<file path="config.mk">
export PLATFORM = sky130hd
export DESIGN_NAME = arm_playback_seq
export DESIGN_NICKNAME = d
export VERILOG_FILES = /design/src/rtl/arm_pkg.sv /design/src/rtl/dwell_timer.sv /design/src/rtl/arm_playback_seq.sv
export SDC_FILE = /design/constraint.sdc
export NUM_CORES = 1
export LEC_CHECK = 0
export CAP_MARGIN = 10
export CORE_UTILIZATION = 42
export CTS_CLUSTER_SIZE = 14
export DETAILED_ROUTE_END_ITERATION = 10
export PLACE_DENSITY_LB_ADDON = 0.1
export SYNTH_ARGS = -nofsm -noshare
export SYNTH_HDL_FRONTEND = slang
export SYNTH_SLANG_ARGS = --single-unit
export TNS_END_PERCENT = 10
</file>
<file path="constraint.sdc">
create_clock -name clk -period 2.7 [get_ports clk]
set_input_delay 0.405 -clock clk [delete_from_list [all_inputs] [get_ports clk]]
set_output_delay 0.405 -clock clk [all_outputs]
set_load 0.01 [all_outputs]
</file>
<file path="src/rtl/arm_pkg.sv">
// ---------------------------------------------------------------------------
// arm_pkg : shared state encodings, position width and mode constants
// Rev 1.0
// ---------------------------------------------------------------------------
`default_nettype none

package arm_pkg;

  localparam int POS_W = 8;

  localparam logic MODE_ACCEL    = 1'b0;
  localparam logic MODE_PLAYBACK = 1'b1;

  typedef enum logic [2:0] {
    ST_IDLE  = 3'd0,
    ST_ACCEL = 3'd1,
    ST_FETCH = 3'd2,
    ST_HOLD  = 3'd3,
    ST_DONE  = 3'd4
  } state_t;

  typedef struct packed {
    logic [POS_W-1:0] x;
    logic [POS_W-1:0] y;
    logic [POS_W-1:0] z;
  } pos_t;

endpackage

`default_nettype wire

</file>
<file path="src/rtl/dwell_timer.sv">
// ---------------------------------------------------------------------------
// dwell_timer : loadable down-counter, terminal count on the last hold cycle
// Rev 1.0
// ---------------------------------------------------------------------------
`default_nettype none

module dwell_timer #(
  parameter int DWELL_W = 24
) (
  input  logic               clk,
  input  logic               rst,
  input  logic               i_load,
  input  logic [DWELL_W-1:0] i_value,
  input  logic               i_en,
  output logic               o_tc
);

  logic [DWELL_W-1:0] r_cnt;

  // A zero hold request still holds for one cycle.
  always_ff @(posedge clk) begin
    if (!rst) begin
      r_cnt <= '0;
    end else if (i_load) begin
      r_cnt <= (i_value == '0) ? DWELL_W'(1) : i_value;
    end else if (i_en && (r_cnt != '0)) begin
      r_cnt <= r_cnt - 1'b1;
    end
  end

  assign o_tc = i_en && (r_cnt == DWELL_W'(1));

endmodule

`default_nettype wire

</file>
<file path="src/rtl/arm_playback_seq.sv">
// ---------------------------------------------------------------------------
// arm_playback_seq : accelerometer tracking / trajectory ROM playback control
// Rev 1.0
// ---------------------------------------------------------------------------
`default_nettype none

module arm_playback_seq
  import arm_pkg::*;
#(
  parameter int ADDR_W  = 6,
  parameter int DWELL_W = 24,
  parameter int ROM_LAT = 1
) (
  input  logic               clk,
  input  logic               rst,
  input  logic               i_enable,
  input  logic               i_btn_mem,
  input  logic               i_loop_en,
  input  logic [ADDR_W-1:0]  i_last_addr,
  input  logic [DWELL_W-1:0] i_dwell,
  input  logic [POS_W-1:0]   i_data_accel_x,
  input  logic [POS_W-1:0]   i_data_accel_y,
  input  logic [POS_W-1:0]   i_data_accel_z,
  input  logic               i_accel_valid,
  input  logic [POS_W-1:0]   i_rom_data_x,
  input  logic [POS_W-1:0]   i_rom_data_y,
  input  logic [POS_W-1:0]   i_rom_data_z,
  output logic [ADDR_W-1:0]  o_rom_addr,
  output logic [POS_W-1:0]   o_data_out_x,
  output logic [POS_W-1:0]   o_data_out_y,
  output logic [POS_W-1:0]   o_data_out_z,
  output logic               o_busy,
  output logic               o_seq_done,
  output logic [2:0]         o_state
);

  localparam int LAT_W = (ROM_LAT < 1) ? 1 : $clog2(ROM_LAT + 1);

  state_t             r_state;
  state_t             w_next;
  logic [LAT_W-1:0]   r_fcnt;
  logic [LAT_W-1:0]   w_fcnt_nxt;
  logic [ADDR_W-1:0]  r_addr;
  logic [ADDR_W-1:0]  w_addr_nxt;
  logic [ADDR_W-1:0]  r_last;
  logic [ADDR_W-1:0]  w_last_nxt;
  logic [DWELL_W-1:0] r_dwell;
  logic [DWELL_W-1:0] w_dwell_nxt;
  pos_t               r_pos;
  pos_t               w_pos_nxt;
  logic               r_done;
  logic               w_done_nxt;
  logic               r_busy;
  logic               w_fetch_done;
  logic               w_at_last;
  logic               w_tc;
  logic               w_load;

  assign w_fetch_done = (r_state == ST_FETCH) && (r_fcnt == LAT_W'(ROM_LAT));
  assign w_at_last    = (r_addr == r_last);
  assign w_load       = w_fetch_done && (w_next == ST_HOLD);

  dwell_timer #(
    .DWELL_W (DWELL_W)
  ) u_dwell_timer (
    .clk     (clk),
    .rst     (rst),
    .i_load  (w_load),
    .i_value (r_dwell),
    .i_en    (r_state == ST_HOLD),
    .o_tc    (w_tc)
  );

  always_ff @(posedge clk) begin
    if (!rst) begin
      r_state <= ST_IDLE;
    end else begin
      r_state <= w_next;
    end
  end

  always_comb begin
    w_next = r_state;
    if (!i_enable) begin
      w_next = ST_IDLE;
    end else begin
      case (r_state)
        ST_IDLE:  w_next = (i_btn_mem == MODE_ACCEL) ? ST_ACCEL : ST_FETCH;
        ST_ACCEL: if (i_btn_mem == MODE_PLAYBACK) w_next = ST_FETCH;
        ST_FETCH: begin
          if (i_btn_mem == MODE_ACCEL) w_next = ST_ACCEL;
          else if (w_fetch_done)       w_next = ST_HOLD;
        end
        ST_HOLD: begin
          if (i_btn_mem == MODE_ACCEL) w_next = ST_ACCEL;
          else if (w_tc)               w_next = (w_at_last && !i_loop_en) ? ST_DONE : ST_FETCH;
        end
        ST_DONE:  if (i_btn_mem == MODE_ACCEL) w_next = ST_ACCEL;
        default:  w_next = ST_IDLE;
      endcase
    end
  end

  always_comb begin
    w_addr_nxt  = r_addr;
    w_last_nxt  = r_last;
    w_dwell_nxt = r_dwell;
    w_pos_nxt   = r_pos;
    w_fcnt_nxt  = r_fcnt;
    w_done_nxt  = 1'b0;

    if ((r_state == ST_ACCEL) && i_accel_valid) begin
      w_pos_nxt = {i_data_accel_x, i_data_accel_y, i_data_accel_z};
    end

    if ((w_next == ST_FETCH) && (r_state != ST_FETCH)) begin
      w_fcnt_nxt = '0;
    end else if (r_state == ST_FETCH) begin
      w_fcnt_nxt = r_fcnt + 1'b1;
    end

    // Fresh sequence entry: restart at 0 and capture the run parameters.
    if ((w_next == ST_FETCH) && (r_state != ST_FETCH) && (r_state != ST_HOLD)) begin
      w_addr_nxt  = '0;
      w_last_nxt  = i_last_addr;
      w_dwell_nxt = i_dwell;
    end

    if ((r_state == ST_HOLD) && (w_next == ST_FETCH)) begin
      w_addr_nxt = w_at_last ? '0 : r_addr + 1'b1;
      w_done_nxt = w_at_last;
    end

    if ((r_state == ST_HOLD) && (w_next == ST_DONE)) begin
      w_done_nxt = 1'b1;
    end

    if (w_load) begin
      w_pos_nxt = {i_rom_data_x, i_rom_data_y, i_rom_data_z};
    end

    if (((r_state == ST_FETCH) || (r_state == ST_HOLD)) && (w_next == ST_ACCEL)) begin
      w_addr_nxt = '0;
    end

    if (!i_enable) begin
      w_addr_nxt = '0;
      w_pos_nxt  = '0;
      w_fcnt_nxt = '0;
    end
  end

  always_ff @(posedge clk) begin
    if (!rst) begin
      r_addr  <= '0;
      r_last  <= '0;
      r_dwell <= '0;
      r_pos   <= '0;
      r_fcnt  <= '0;
      r_done  <= 1'b0;
      r_busy  <= 1'b0;
    end else begin
      r_addr  <= w_addr_nxt;
      r_last  <= w_last_nxt;
      r_dwell <= w_dwell_nxt;
      r_pos   <= w_pos_nxt;
      r_fcnt  <= w_fcnt_nxt;
      r_done  <= w_done_nxt;
      r_busy  <= (w_next == ST_FETCH) || (w_next == ST_HOLD);
    end
  end

  assign o_rom_addr   = r_addr;
  assign o_data_out_x = r_pos.x;
  assign o_data_out_y = r_pos.y;
  assign o_data_out_z = r_pos.z;
  assign o_busy       = r_busy;
  assign o_seq_done   = r_done;
  assign o_state      = r_state;

endmodule

`default_nettype wire

</file>
==> out/metrics.yaml, run 1 <==
syn_inst: 506
firstDrtPassIters: 4
ioPinCount: 119
dieArea_um2: 10100
cp.arrival_ns: 2.79
synth_edf_count: 0
grt_pass1_wl_um: 17300
root_buffer: "clkbuf_8"
critPathMaxFanout: 9
overflow: 0
irDropWorstVdd_uv: 227
synth-compound-area-share: 0.228
grt.total_usage: 0.214
coreArea_um2: 9330
synth_warnings: 0
hpwl_um: 7710
path_delay_family: "simple AND/OR/NAND/NOR gates"
syn-num-nets: 594
port_buffers: 118
layout_commonest_cell: "clkdlybuf4s50_1"
drt_iter0_drc: 164
finalSetupViolCount: 0
crit_top_cell: "o31a_1"
ys_seq_area_frac: 0.442
areaGrowthSynthToFinish_pct: 38.9
dpl_cell_area_um2: 5450
grt_max_degree: 34
rsz0062_at_grt: "no"
use_met2: 0.351
status: "completed"
layout_common_cells: "clkdlybuf4s50_1 (118), nand2_1 (102), dfxtp_1 (90), a21oi_1 (69), nor2_1 (26)"
path_clk_slew_ns: 0.09
slew_headroom: 0.543
required_ns: 2.95
die_x_um: 101
antenna_found_initial: 0
slew_viol_final: 0
final_cell_area_um2: 5660
hold_class: "reg -> reg"
synthMuxAreaShare: 0.00246
synthXorXnorAreaFrac: 0.0301
period_share: 0.944
syn_avg_cell_area_um2: 8.05
busiest_layer: "met2"
synth.distinct_cells: 53
cellLeakagePower_nw: 2.00
cts_tree: "done"
gp_congestion: 0.858
viasPerCell: 5.31
worstMarginPinSlew_ns: 0.682
rows: 35
die_h_um: 101
final-hold-violation-count: 0
synthAdderAreaFrac: 0.0123
timing.hold.ws_ns: 0.458
ys_ff_latch: 90
cp_cell_sequence: "or4_4 -> or4b_4 -> o31a_1 -> nand3_2 -> nor3_1 -> o31a_1"
wire_per_inst_um: 14.0
clockBufferDepth: 2
fmax_ghz: 0.392
path_buf_inv: 0
syn_area_um2: 4080
final_layout_size_suffix_gt1_frac: 0.0736
use_met1: 0.282
antenna_cells: 0
cpPeakStageDelay_ns: 0.59
htreeDepth: 3
power_density_nw_per_um2: 465
fin_setup_tns_ns: 0
fin_nets: 708
wl_um: 10600
fin_cells: 754
start_kind: "flip-flop"
synth-simple-area-share: 0.246
cts.sinks: 90
cts_made_buffers: 9
max_cap_violations: 0
first_global_vias: 3665
postRouteAntennaNets: 0
crit_slowest_cell: "or4_4"
ctsHoldBuffers: 0
async_flop_share: 0
dp.cells: 738
p_total_mw: 2.63
path_class: "reg -> reg"
drc: 0
vias: 4006
min_period_ns: 2.55
start_util: 0.437
grtUsageMet3: 0.0374
ys.flop_type: "dfxtp_1"
post_cts_resized: 0
finalClockSkew_ns: 0.0141
clk_latency_ns: 0.36
end_kind: "flip-flop"
synth_top_family_by_area: "simple AND/OR/NAND/NOR gates"
cts_setup_buffers: 0
## registers in the layout (all words and copies together), names as in the netlist
name / cells
o_rom_addr: 6
o_data_out_x: 8
o_data_out_z: 8
r_dwell: 24
o_seq_done: 1
o_state: 3
r_fcnt: 1
r_last: 6
o_busy: 1
o_data_out_y: 8
u_dwell_timer.r_cnt: 24
## layer usage
| metal | part of all wire | vias up | wire (µm) |
|---|---|---|---|
| met4 | 0.015 | 0 | 163 |
| met5 | 0 | - | 0 |
| met3 | 0.051 | 12 | 535 |
| met2 | 0.47 | 112 | 4960 |
| li1 | - | 2041 | - |
| met1 | 0.47 | 1841 | 4930 |
## Yosys cell counts, drive strengths merged, types with 2 or more instances
library cell,n,area share
nand2,102,0.094
dfxtp,90,0.44
a21oi,69,0.085
clkbuf,29,0.027
nor2,26,0.024
a22oi,24,0.044
o21ai,22,0.027
nor3,15,0.018
nand3,14,0.018
nor4,14,0.023
xor2,9,0.019
and2,8,0.012
inv,8,0.0074
a31oi,7,0.011
or3,6,0.012
xnor2,5,0.011
ha,4,0.012
nand4,4,0.0061
o31a,4,0.0086
and3,3,0.0046
buf,3,0.0037
o311a,3,0.0074
o311ai,3,0.0064
o31ai,3,0.012
or4,3,0.0064
a211oi,2,0.0037
nand4b,2,0.0043
nor2b,2,0.0031
o211a,2,0.0049
o21a,2,0.0037
## power breakdown
part	total, mW	internal (mW)	switching (mW)
Clock	0.973	0.482	0.491
Combinational	0.283	0.165	0.118
Sequential	1.38	1.35	0.0216
Total	2.63	2.00	0.630
## worst min-delay path: stages (launching register included)
cell and delay, ns:
dfxtp_1 0.32, nand2_1 0.05, a21oi_1 0.05
## worst paths after layout
| kind | startpoint | endpoint | slack (ns) | cells after the start |
|---|---|---|---|---|
| hold reg to reg | o_data_out_x[7] | o_data_out_x[7] | 0.46 | 2 |
| setup reg to reg | u_dwell_timer.r_cnt[8] | u_dwell_timer.r_cnt[9] | 0.15 | 6 |
| setup / recovery | u_dwell_timer.r_cnt[8] | u_dwell_timer.r_cnt[9] | 0.15 | 6 |
| hold / removal | o_data_out_x[7] | o_data_out_x[7] | 0.46 | 2 |
## logic make-up (layout without fill, tap and decap cells)
logic type               after synthesis  count (layout)
AO/OA/AOI/OAI                        148             148
XOR/XNOR                              14              14
adder cells (fa/ha/maj)                4               4
buffers and inverters                 41             160
flip-flops                            90              90
multiplexers                           1               1
AND/OR/NAND/NOR                      208             208
## area by class of cell
cell class              instances  area (µm²)
inverters                       9        33.8
clock inverters                 5        61.3
fillers                       868        3670
well taps                     129         161
multi-input cells             375        2140
flip-flops and latches         90        1800
repair buffers                135        1310
clock buffers                  11         151
## per-stage QoR
step	util	setup WS, ns
floorplan	-	0.239
global placement	0.584	0.243
detailed placement	0.584	0.178
CTS	0.607	0.169
global route	0.607	0.0541
finish	0.607	0.152
Power figures use the tool's default switching activity.
==> run 2, diff against run 1 <==
CAP_MARGIN = unset   (was 10)
CORE_UTILIZATION = 25   (was 42)
SKIP_LAST_GASP = 1   (was unset)
==> out/metrics.yaml, run 2 (synthesis results as in run 1) <==
status: "completed"
coreArea_um2: 15900
slew_viol_final: 0
cellLeakagePower_nw: 2.03
ctsHoldBuffers: 0
final-hold-violation-count: 0
wl_um: 12000
antenna_cells: 0
cts_tree: "done"
required_ns: 2.93
dieArea_um2: 16800
ioPinCount: 119
cts_setup_buffers: 0
dpl_cell_area_um2: 5560
rsz0062_at_grt: "no"
path_clk_slew_ns: 0.06
irDropWorstVdd_uv: 269
grt.total_usage: 0.144
r2r_cells: 6
start_util: 0.257
port_buffers: 118
fin_setup_tns_ns: 0
path_class: "reg -> reg"
dp.cells: 824
r2r_slack_ns: 0.14
fmax_ghz: 0.390
fin_cells: 839
die_x_um: 130
hold_path_depth: 2
end_kind: "flip-flop"
fin_nets: 707
cts.sinks: 90
critPathLaunch: "u_dwell_timer.r_cnt[8]"
p_total_mw: 2.84
final_cell_area_um2: 5830
power_density_nw_per_um2: 486
hold_class: "reg -> reg"
cts_made_buffers: 9
drc: 0
period_share: 0.949
crit_end: "u_dwell_timer.r_cnt[9]"
hpwl_um: 8740
firstDrtPassIters: 4
htreeDepth: 3
max_cap_violations: 0
clockBufferDepth: 2
areaGrowthSynthToFinish_pct: 43.2
wire_per_inst_um: 14.3
root_buffer: "clkbuf_16"
first_global_vias: 3579
critPathMaxFanout: 9
layout_commonest_cell: "clkdlybuf4s50_1"
layout_common_cells: "clkdlybuf4s50_1 (118), nand2_1 (102), dfxtp_1 (90), a21oi_1 (69), nor2_1 (26)"
final_layout_size_suffix_gt1_frac: 0.0674
rows: 46
antenna_found_initial: 0
overflow: 0
hold_start: "o_data_out_z[6]"
finalSetupViolCount: 0
grt_pass1_wl_um: 18600
die_h_um: 130
r2r-end: "u_dwell_timer.r_cnt[9]"
post_cts_resized: 0
slew_headroom: 0.664
finalClockSkew_ns: 0.00690
min_period_ns: 2.56
gp_congestion: 0.783
grt_max_degree: 31
postRouteAntennaNets: 0
clk_latency_ns: 0.35
vias: 3971
cp.arrival_ns: 2.79
fillers: 1667
start_kind: "flip-flop"
r2r_start: "u_dwell_timer.r_cnt[8]"
timing.hold.ws_ns: 0.454
drt_iter0_drc: 189
worstMarginPinSlew_ns: 0.500
viasPerCell: 4.73
reg_top3: "r_dwell: 24 flops, u_dwell_timer.r_cnt: 24 flops"
[run 2: changes by cell type in the layout (fill, tap and decap cells not counted), sizes merged]
| cell | change |
|---|---|
| clkbuf | +2 |
| clkinvlp | -2 |
| buf | -1 |
| bufinv | -1 |
| clkinv | +1 |
| inv | -1 |
[run 2: how the worst min path moves through the flow]
| stage | to | slack, ns |
|---|---|---|
| floorplan | r_dwell[9] | 0.44 |
| global placement | o_data_out_z[4] | 0.44 |
| detailed placement | o_data_out_z[1] | 0.45 |
| CTS | o_data_out_y[6] | 0.46 |
| global route | o_data_out_z[4] | 0.47 |
| finish | o_data_out_z[6] | 0.45 |
[run 2: area by class of cell]
cell class,instances,area (µm²),area share
clock inverter,2,12.5,0.00214
sequential,90,1800,0.309
multi-input combinational,375,2140,0.367
timing repair buffer,134,1310,0.225
inverter,9,33.8,0.00579
clock buffer,13,260,0.0446
tap,216,270,0.0463
[run 2: through the flow]
step	utilization	setup WS, ns
6_report	0.367	0.138
2_1_floorplan	-	0.239
5_1_grt	0.367	0.0563
4_1_cts	0.367	0.146
3_5_place_dp	0.350	0.168
3_3_place_gp	0.350	0.211
[run 2: routing by layer]
metal  GRT usage  vias to the layer above  wire (µm)
met2       0.216                      120       5040
met4      0.0677                        0        236
met1       0.195                     1806       5990
met3      0.0318                       13        766
met5           0                        -          0
li1            -                     2032          -
[run 2: worst max-delay path, stage by stage, from the launching register on]
cell and delay, ns:
dfxtp_1 0.37, or4_4 0.59, or4b_4 0.56, o31a_1 0.37
nand3_2 0.22, nor3_1 0.07, o31a_1 0.27
[run 2: power breakdown]
group	total, mW	leakage (nW)	internal (mW)	switching [mW]
sequential	1.38	0.729	1.36	0.0259
combinational	0.280	1.17	0.164	0.117
clock	1.18	0.132	0.668	0.508
total	2.84	2.03	2.19	0.651
==> run 3, diff against run 2 <==
GPL_ROUTABILITY_DRIVEN = 1   (was unset)
==> results of run 3 <==
No change in the layout: final DEF, timing and power equal those of run 2.
